[config.mk]
export PLATFORM = sky130hd
export DESIGN_NAME = wb_spi_sram
export DESIGN_NICKNAME = d
export VERILOG_FILES = /design/src/rtl/wb_spi_sram.sv
export SDC_FILE = /design/constraint.sdc
export NUM_CORES = 1
export LEC_CHECK = 0
export ABC_AREA = 1
export BUFFER_PORTS_ARGS = -buffer_cell sky130_fd_sc_hd__buf_2
export CORE_MARGIN = 8
export CORE_UTILIZATION = 30
export DETAILED_ROUTE_END_ITERATION = 10
export GPL_TIMING_DRIVEN = 0
export PLACE_DENSITY = 0.55
export SYNTH_ARGS = -nofsm -noshare
export SYNTH_HDL_FRONTEND = slang
export SYNTH_SLANG_ARGS = --single-unit
[constraint.sdc]
create_clock -name clk_i -period 13.16 [get_ports clk_i]
set_input_delay 1.316 -clock clk_i [delete_from_list [all_inputs] [get_ports clk_i]]
set_output_delay 1.316 -clock clk_i [all_outputs]
set_load 0.1 [all_outputs]
[src/rtl/wb_spi_sram.sv]
// ---------------------------------------------------------------------------
// wb_spi_sram
//   Wishbone B4 classic slave that turns single-byte bus reads and writes
//   into one complete SPI mode-0 frame on a 23LC1024-style serial SRAM:
//   8-bit command, 24-bit address, 8-bit data, MSB first. The SPI clock runs
//   at clk_i/2. A frame is never pipelined or overlapped with another frame.
//
// Ports
//   clk_i        clock, everything updates on the rising edge
//   rst_ni       asynchronous active-low reset
//   wbs_cyc_i    Wishbone cycle
//   wbs_stb_i    Wishbone strobe
//   wbs_adr_i    byte address; the low 24 bits go on SPI
//   wbs_we_i     write enable
//   wbs_sel_i    byte select; a write with sel[0]=0 is answered with err
//   wbs_dat_i    write data
//   wbs_ack_o    acknowledge, single-cycle pulse
//   wbs_err_o    error, single-cycle pulse
//   wbs_rty_o    retry, constant 0
//   wbs_dat_o    read data, updated when a read frame completes
//   spi_sck_o    SPI clock, idles low
//   spi_cs_no    SPI chip select, active-low
//   spi_mosi_o   SPI serial data out
//   spi_miso_i   SPI serial data in
// ---------------------------------------------------------------------------
module wb_spi_sram #(
    parameter int         ADDR_WIDTH = 24,
    parameter int         DATA_WIDTH = 8,   // only 8 is supported
    parameter int         SEL_WIDTH  = DATA_WIDTH / 8,
    parameter logic [7:0] READ_CMD   = 8'h03,
    parameter logic [7:0] WRITE_CMD  = 8'h02
) (
    input  logic                  clk_i,
    input  logic                  rst_ni,
    input  logic                  wbs_cyc_i,
    input  logic                  wbs_stb_i,
    input  logic [ADDR_WIDTH-1:0] wbs_adr_i,
    input  logic                  wbs_we_i,
    input  logic [SEL_WIDTH-1:0]  wbs_sel_i,
    input  logic [DATA_WIDTH-1:0] wbs_dat_i,
    output logic                  wbs_ack_o,
    output logic                  wbs_err_o,
    output logic                  wbs_rty_o,
    output logic [DATA_WIDTH-1:0] wbs_dat_o,
    output logic                  spi_sck_o,
    output logic                  spi_cs_no,
    output logic                  spi_mosi_o,
    input  logic                  spi_miso_i
);

    typedef enum logic [1:0] {
        IDLE  = 2'd0,
        SHIFT = 2'd1,
        DONE  = 2'd2
    } state_t;

    // Edge counter value at the last edge of a frame (E80 is the 80th edge
    // after the start edge, counter runs 0..79).
    localparam logic [6:0] LAST_EDGE    = 7'd79;
    // First counter value at which MISO carries the data byte (bit 32).
    localparam logic [6:0] CAPTURE_FROM = 7'd64;

    // Address as it goes on the wire: low 24 bits, zero-extended if narrower.
    logic [23:0] adr24;

    generate
        if (ADDR_WIDTH >= 24) begin : g_adr_wide
            assign adr24 = wbs_adr_i[23:0];
            if (ADDR_WIDTH > 24) begin : g_adr_hi
                logic unused_adr_hi;
                assign unused_adr_hi = ^wbs_adr_i[ADDR_WIDTH-1:24];
            end
        end else begin : g_adr_narrow
            assign adr24 = {{(24 - ADDR_WIDTH){1'b0}}, wbs_adr_i};
        end
    endgenerate

    state_t                  state_q, state_d;
    logic [6:0]              cnt_q, cnt_d;
    logic                    we_q, we_d;
    logic                    sck_q, sck_d;
    logic                    cs_n_q, cs_n_d;
    logic                    mosi_q, mosi_d;
    logic                    ack_q, ack_d;
    logic                    err_q, err_d;
    logic [DATA_WIDTH-1:0]   dat_q, dat_d;

    // Pure datapath: no reset needed, always loaded before being used.
    logic [39:0]             shreg_q, shreg_d;
    logic [DATA_WIDTH-1:0]   rx_q, rx_d;

    logic                    req;
    logic [39:0]             frame;

    // The !ack/!err qualifier stops a held strobe from re-triggering on the
    // cycle its response is visible.
    assign req   = wbs_cyc_i & wbs_stb_i & ~ack_q & ~err_q;
    assign frame = {(wbs_we_i ? WRITE_CMD : READ_CMD),
                    adr24,
                    (wbs_we_i ? wbs_dat_i[7:0] : 8'h00)};

    always_comb begin
        state_d = state_q;
        cnt_d   = cnt_q;
        we_d    = we_q;
        sck_d   = sck_q;
        cs_n_d  = cs_n_q;
        mosi_d  = mosi_q;
        ack_d   = 1'b0;
        err_d   = 1'b0;
        dat_d   = dat_q;
        shreg_d = shreg_q;
        rx_d    = rx_q;

        case (state_q)
            IDLE: begin
                if (req) begin
                    if (wbs_we_i && !wbs_sel_i[0]) begin
                        // Write without its byte lane selected: refuse it
                        // without touching the device.
                        err_d = 1'b1;
                    end else begin
                        shreg_d = frame;
                        we_d    = wbs_we_i;
                        cs_n_d  = 1'b0;
                        mosi_d  = frame[39];
                        cnt_d   = 7'd0;
                        state_d = SHIFT;
                    end
                end
            end

            SHIFT: begin
                cnt_d = cnt_q + 7'd1;
                if (cnt_q == LAST_EDGE) begin
                    // End of frame. The device has seen all 40 bits, so the
                    // frame completes even if the master already left; only
                    // the ack depends on the cycle still being open.
                    sck_d   = 1'b0;
                    cs_n_d  = 1'b1;
                    mosi_d  = 1'b0;
                    cnt_d   = 7'd0;
                    state_d = DONE;
                    ack_d   = wbs_cyc_i;
                    if (!we_q) begin
                        dat_d = rx_q;
                    end
                end else if (!cnt_q[0]) begin
                    // Rising SCK: the device holds MISO stable here.
                    sck_d = 1'b1;
                    if (cnt_q >= CAPTURE_FROM) begin
                        rx_d = {rx_q[DATA_WIDTH-2:0], spi_miso_i};
                    end
                end else begin
                    // Falling SCK: present the next MOSI bit.
                    sck_d   = 1'b0;
                    shreg_d = shreg_q << 1;
                    mosi_d  = shreg_q[38];
                end
            end

            DONE: begin
                // One dead cycle keeps cs_n high for at least two clocks.
                state_d = IDLE;
            end

            default: begin
                state_d = IDLE;
            end
        endcase
    end

    always_ff @(posedge clk_i or negedge rst_ni) begin
        if (!rst_ni) begin
            state_q <= IDLE;
            cnt_q   <= 7'd0;
            we_q    <= 1'b0;
            sck_q   <= 1'b0;
            cs_n_q  <= 1'b1;
            mosi_q  <= 1'b0;
            ack_q   <= 1'b0;
            err_q   <= 1'b0;
            dat_q   <= '0;
        end else begin
            state_q <= state_d;
            cnt_q   <= cnt_d;
            we_q    <= we_d;
            sck_q   <= sck_d;
            cs_n_q  <= cs_n_d;
            mosi_q  <= mosi_d;
            ack_q   <= ack_d;
            err_q   <= err_d;
            dat_q   <= dat_d;
        end
    end

    always_ff @(posedge clk_i) begin
        shreg_q <= shreg_d;
        rx_q    <= rx_d;
    end

    assign wbs_ack_o  = ack_q;
    assign wbs_err_o  = err_q;
    assign wbs_rty_o  = 1'b0;
    assign wbs_dat_o  = dat_q;
    assign spi_sck_o  = sck_q;
    assign spi_cs_no  = cs_n_q;
    assign spi_mosi_o = mosi_q;

endmodule

==> impl.org <==
** Status
- Result of the run :: finished, final reports clean

** Layout
- The filler cells instantiated in the layout total 1013.
- Area growth, synth to finish :: 23.47%
- Summing all non-filler instances in the final layout gives an area of 3620 sq um.
- At the end of the flow, the number of nets in the layout was 385.
- Diode count :: 0
- The post-route netlist has 25.71% of its cells at a drive strength greater than 1.

** STA
- The total count of max-transition violations in the final report came to 0.
- Fmax :: 0.3650 GHz
- Clock skew after layout :: 8.562 ps
- Subtracting the final worst setup slack from the clock period gives 2740 ps.
- Number of failing hold endpoints at the final stage :: 0
- Actual slew at the worst max-slew pin :: 652.4 ps
- Summed over all failing endpoints, the final setup total negative slack is 0 ps.
- Setup slack closes at 10420 ps.
- RSZ-0062 raised after global routing :: false
- Crit share post-route :: 20.82%
- Slew Limit Headroom :: 56.35%
- Final setup violating endpoints :: 0

** Logic synthesis
- Top FF cell, synth :: sky130_fd_sc_hd__edfxtp_1
- The synthesized design contains 70 register bits.
- Mean Syn Cell Area :: 10.40 sq um
- Summing the sequential cell areas from Yosys gives 67.82% of the chip area.
- The synthesized design contains 47 enable-type register cells.
- The synthesized netlist contains 25 unique library cells.
- Warnings, synthesis :: 0
- Post-Syn Nets :: 322
- In the synthesized netlist the async set-or-reset flop fraction comes to 32.86%.
- Synthesized instance count :: 282
- After synthesis the cells add up to 2932 sq um.

** Die
- Initial core utilization :: 30.41%
- Row generation in the floorplan step produced 36 rows.
- Overall die height :: 114.9 um
- Horizontal extent of the die :: 114.9 um
- Number of placed I/O pins :: 53
- Placeable Area :: 9639 sq um
- Die Outline Area :: 13190 sq um

** Routing
- The pre-antenna-repair detailed-routing pass consisted of 4 iterations.
- Count of routing violations after the opening detailed-route iteration :: 71
- In the routed layout, each cell is associated on average with a via count of 4.190.
- Post-route antenna net violation count :: 0
- Total wirelength of the detailed-routed design :: 6.029 mm
- Via count :: 2024
- Dividing the detail-routed wire length by the instance count gives 12.48 um.
- Remaining DRCs :: 0

** CTS
- Bufs on Longest Clock Path :: 2
- TritonCTS built the clock tree.
- Post-CTS setup buffer count :: 0
- TritonCTS buffer count :: 9
- Hold buffer count at cts :: 0
- Post-cts sizing count :: 0
- Clock tree root driver cell :: sky130_fd_sc_hd__clkbuf_8
- CTS built an H-tree with a depth of 3.
- After clock tree synthesis, the clock-pin slew on the worst setup and hold paths is 70 ps.
- Insertion delay to the later sink of the worst-skew pair :: 340 ps
- The clock drives 70 sinks.

** Global route
- Via count of the first global-routing pass :: 2172
- Global routing finished with a remaining overflow of 0.
- Largest net degree at the start of global routing :: 24
- Number of antenna violations at the first check in global routing :: 0
- First-pass GRT wire length :: 10.38 mm
- Aggregate global-route resource usage :: 9.977%

** Placement
- Post-placement setup slack :: 10040 ps
- Area after DPL :: 3392 sq um
- The HPWL after detailed placement is 4.107 mm.
- At the end of routability-driven placement, the weighted congestion stood at 0.7315.
- IO buf count :: 51

** Critical path
- The number of cells on the worst reg-to-reg path is 7.
- The critical path in this run is classified as input port to flip-flop.
- The worst setup path is captured at a flip-flop.
- Along the worst path, the maximum fanout reaches 23.
- Startpoint types :: input port
- Data on the critical path is required at its endpoint by 13200 ps.
- Data on the critical path arrives at its endpoint at 2780 ps.

** Power and ir drop
- Summed over all cells, the static leakage comes to 1.744 nW.
- Power density relative to cell area :: 119.8 nW/um^2
- Peak ir drop on the vdd network :: 0.04530 mV

** Min path
- Counting instances, the worst hold path has a depth of 2.
- The path class of the tightest hold or removal check is flip-flop to flip-flop.

** Run
- Maxcap violations :: 0
## worst max-delay path, cell delays in order
cell,delay [ps]
sky130_fd_sc_hd__buf_2,90
sky130_fd_sc_hd__nand2_1,50
sky130_fd_sc_hd__nor2_1,120
sky130_fd_sc_hd__nand3_1,270
sky130_fd_sc_hd__nor2_1,290
sky130_fd_sc_hd__inv_1,120
sky130_fd_sc_hd__o21ai_4,250
sky130_fd_sc_hd__buf_16,250
## cells in the mapped netlist (2+ instances only)
cell type                  count  area (sq um)
sky130_fd_sc_hd__dfrtp_1      22         550.5
sky130_fd_sc_hd__o21ai_0       6         30.03
sky130_fd_sc_hd__inv_2         2         7.510
sky130_fd_sc_hd__or2_2         2         12.51
sky130_fd_sc_hd__nor2_4        2         22.52
sky130_fd_sc_hd__inv_1        21         78.83
sky130_fd_sc_hd__a22o_1        7         61.31
sky130_fd_sc_hd__nand4_1       4         25.02
sky130_fd_sc_hd__edfxtp_1     47          1411
sky130_fd_sc_hd__buf_2         6         30.03
sky130_fd_sc_hd__nor2_1       17         63.81
sky130_fd_sc_hd__nand2_1     119         446.7
sky130_fd_sc_hd__nand3_1      14         70.07
sky130_fd_sc_hd__buf_4         2         15.01
## area by class of cell
type	count	area [sq um]	area share [%]
Buffer	9	48.80	1.348
Multi-Input combinational cell	179	814.5	22.50
Timing Repair Buffer	52	282.8	7.812
Tap cell	133	166.4	4.597
Clock buffer	12	176.4	4.874
Sequential cell	70	1988	54.93
Clock inverter	4	51.30	1.417
Inverter	24	91.34	2.523
## flip-flops by register name, summed over array words and instances (netlist names)
signal / cells
shreg_q: 39
rx_q: 8
wbs_dat_o: 8
cnt_q: 7
state_q: 2
spi_cs_no: 1
spi_mosi_o: 1
spi_sck_o: 1
wbs_ack_o: 1
wbs_err_o: 1
we_q: 1
## routing by layer
metal / vias to the layer above / share of wire [%] / track usage [%]
li1: 1039 / - / -
met2: 45 / 43 / 15.12
met1: 936 / 50 / 12.66
met4: 0 / 0.61 / 3.415
met3: 4 / 6.9 / 3.939
met5: - / 0 / 0
## power breakdown
| group | internal, mW | switching (mW) | leakage (nW) | total [mW] |
|---|---|---|---|---|
| clock | 0.109 | 0.0819 | 0.114 | 0.191 |
| combinational | 0.00438 | 0.00514 | 0.864 | 0.00952 |
| sequential | 0.233 | 0 | 0.766 | 0.233 |
| total | 0.346 | 0.0871 | 1.74 | 0.433 |
## per-stage QoR
stage | cells | total power [mW] | hold slack [ps] | util, %
5_1_grt | 483 | 0.4501 | 481.5 | 37.55
3_5_place_dp | 467 | 0.2471 | 434.2 | 35.19
4_1_cts | 483 | 0.4409 | 452.7 | 37.55
2_1_floorplan | 282 | 0.2397 | 418.4 | -
3_3_place_gp | 466 | 0.2470 | 429.6 | 34.79
6_report | 483 | 0.4335 | 447.6 | 37.55
## path summary, 6_finish.rpt
check,start,endpoint,slack (ps)
min in group asynchronous,rst_ni,wbs_dat_o[2],960
worst max register to register,cnt_q[0],shreg_q[10],10920
max in group asynchronous,rst_ni,spi_cs_no,11830
worst max-delay path,wbs_cyc_i,shreg_q[10],10420
worst min-delay path,rx_q[7],wbs_dat_o[7],450
worst min register to register,rx_q[7],wbs_dat_o[7],450
## cell families (layout without fill, tap and decap cells)
kind of cell	after synthesis	after routing	synth area share [%]
other cells	1	1	0.1279
compound gates	14	14	3.286
fa+ha+maj	1	1	0.4267
simple gates	163	163	23.56
flops	70	70	67.82
buf+inv	33	101	4.780
## cell usage in the layout, fill, tap and decap left out, types with 2 or more instances in the layout
master / n
sky130_fd_sc_hd__dfrtp_1: 22
sky130_fd_sc_hd__nand3_1: 14
sky130_fd_sc_hd__a22o_1: 7
sky130_fd_sc_hd__nor2_4: 2
sky130_fd_sc_hd__inv_2: 2
sky130_fd_sc_hd__buf_2: 57
sky130_fd_sc_hd__clkbuf_8: 11
sky130_fd_sc_hd__nor2_1: 17
sky130_fd_sc_hd__nand2_1: 119
sky130_fd_sc_hd__buf_4: 2
sky130_fd_sc_hd__or2_2: 2
sky130_fd_sc_hd__o21ai_0: 5
sky130_fd_sc_hd__edfxtp_1: 47
sky130_fd_sc_hd__inv_1: 21
sky130_fd_sc_hd__nand4_1: 4
sky130_fd_sc_hd__clkinv_2: 2
(Power assumes the default switching activity.)
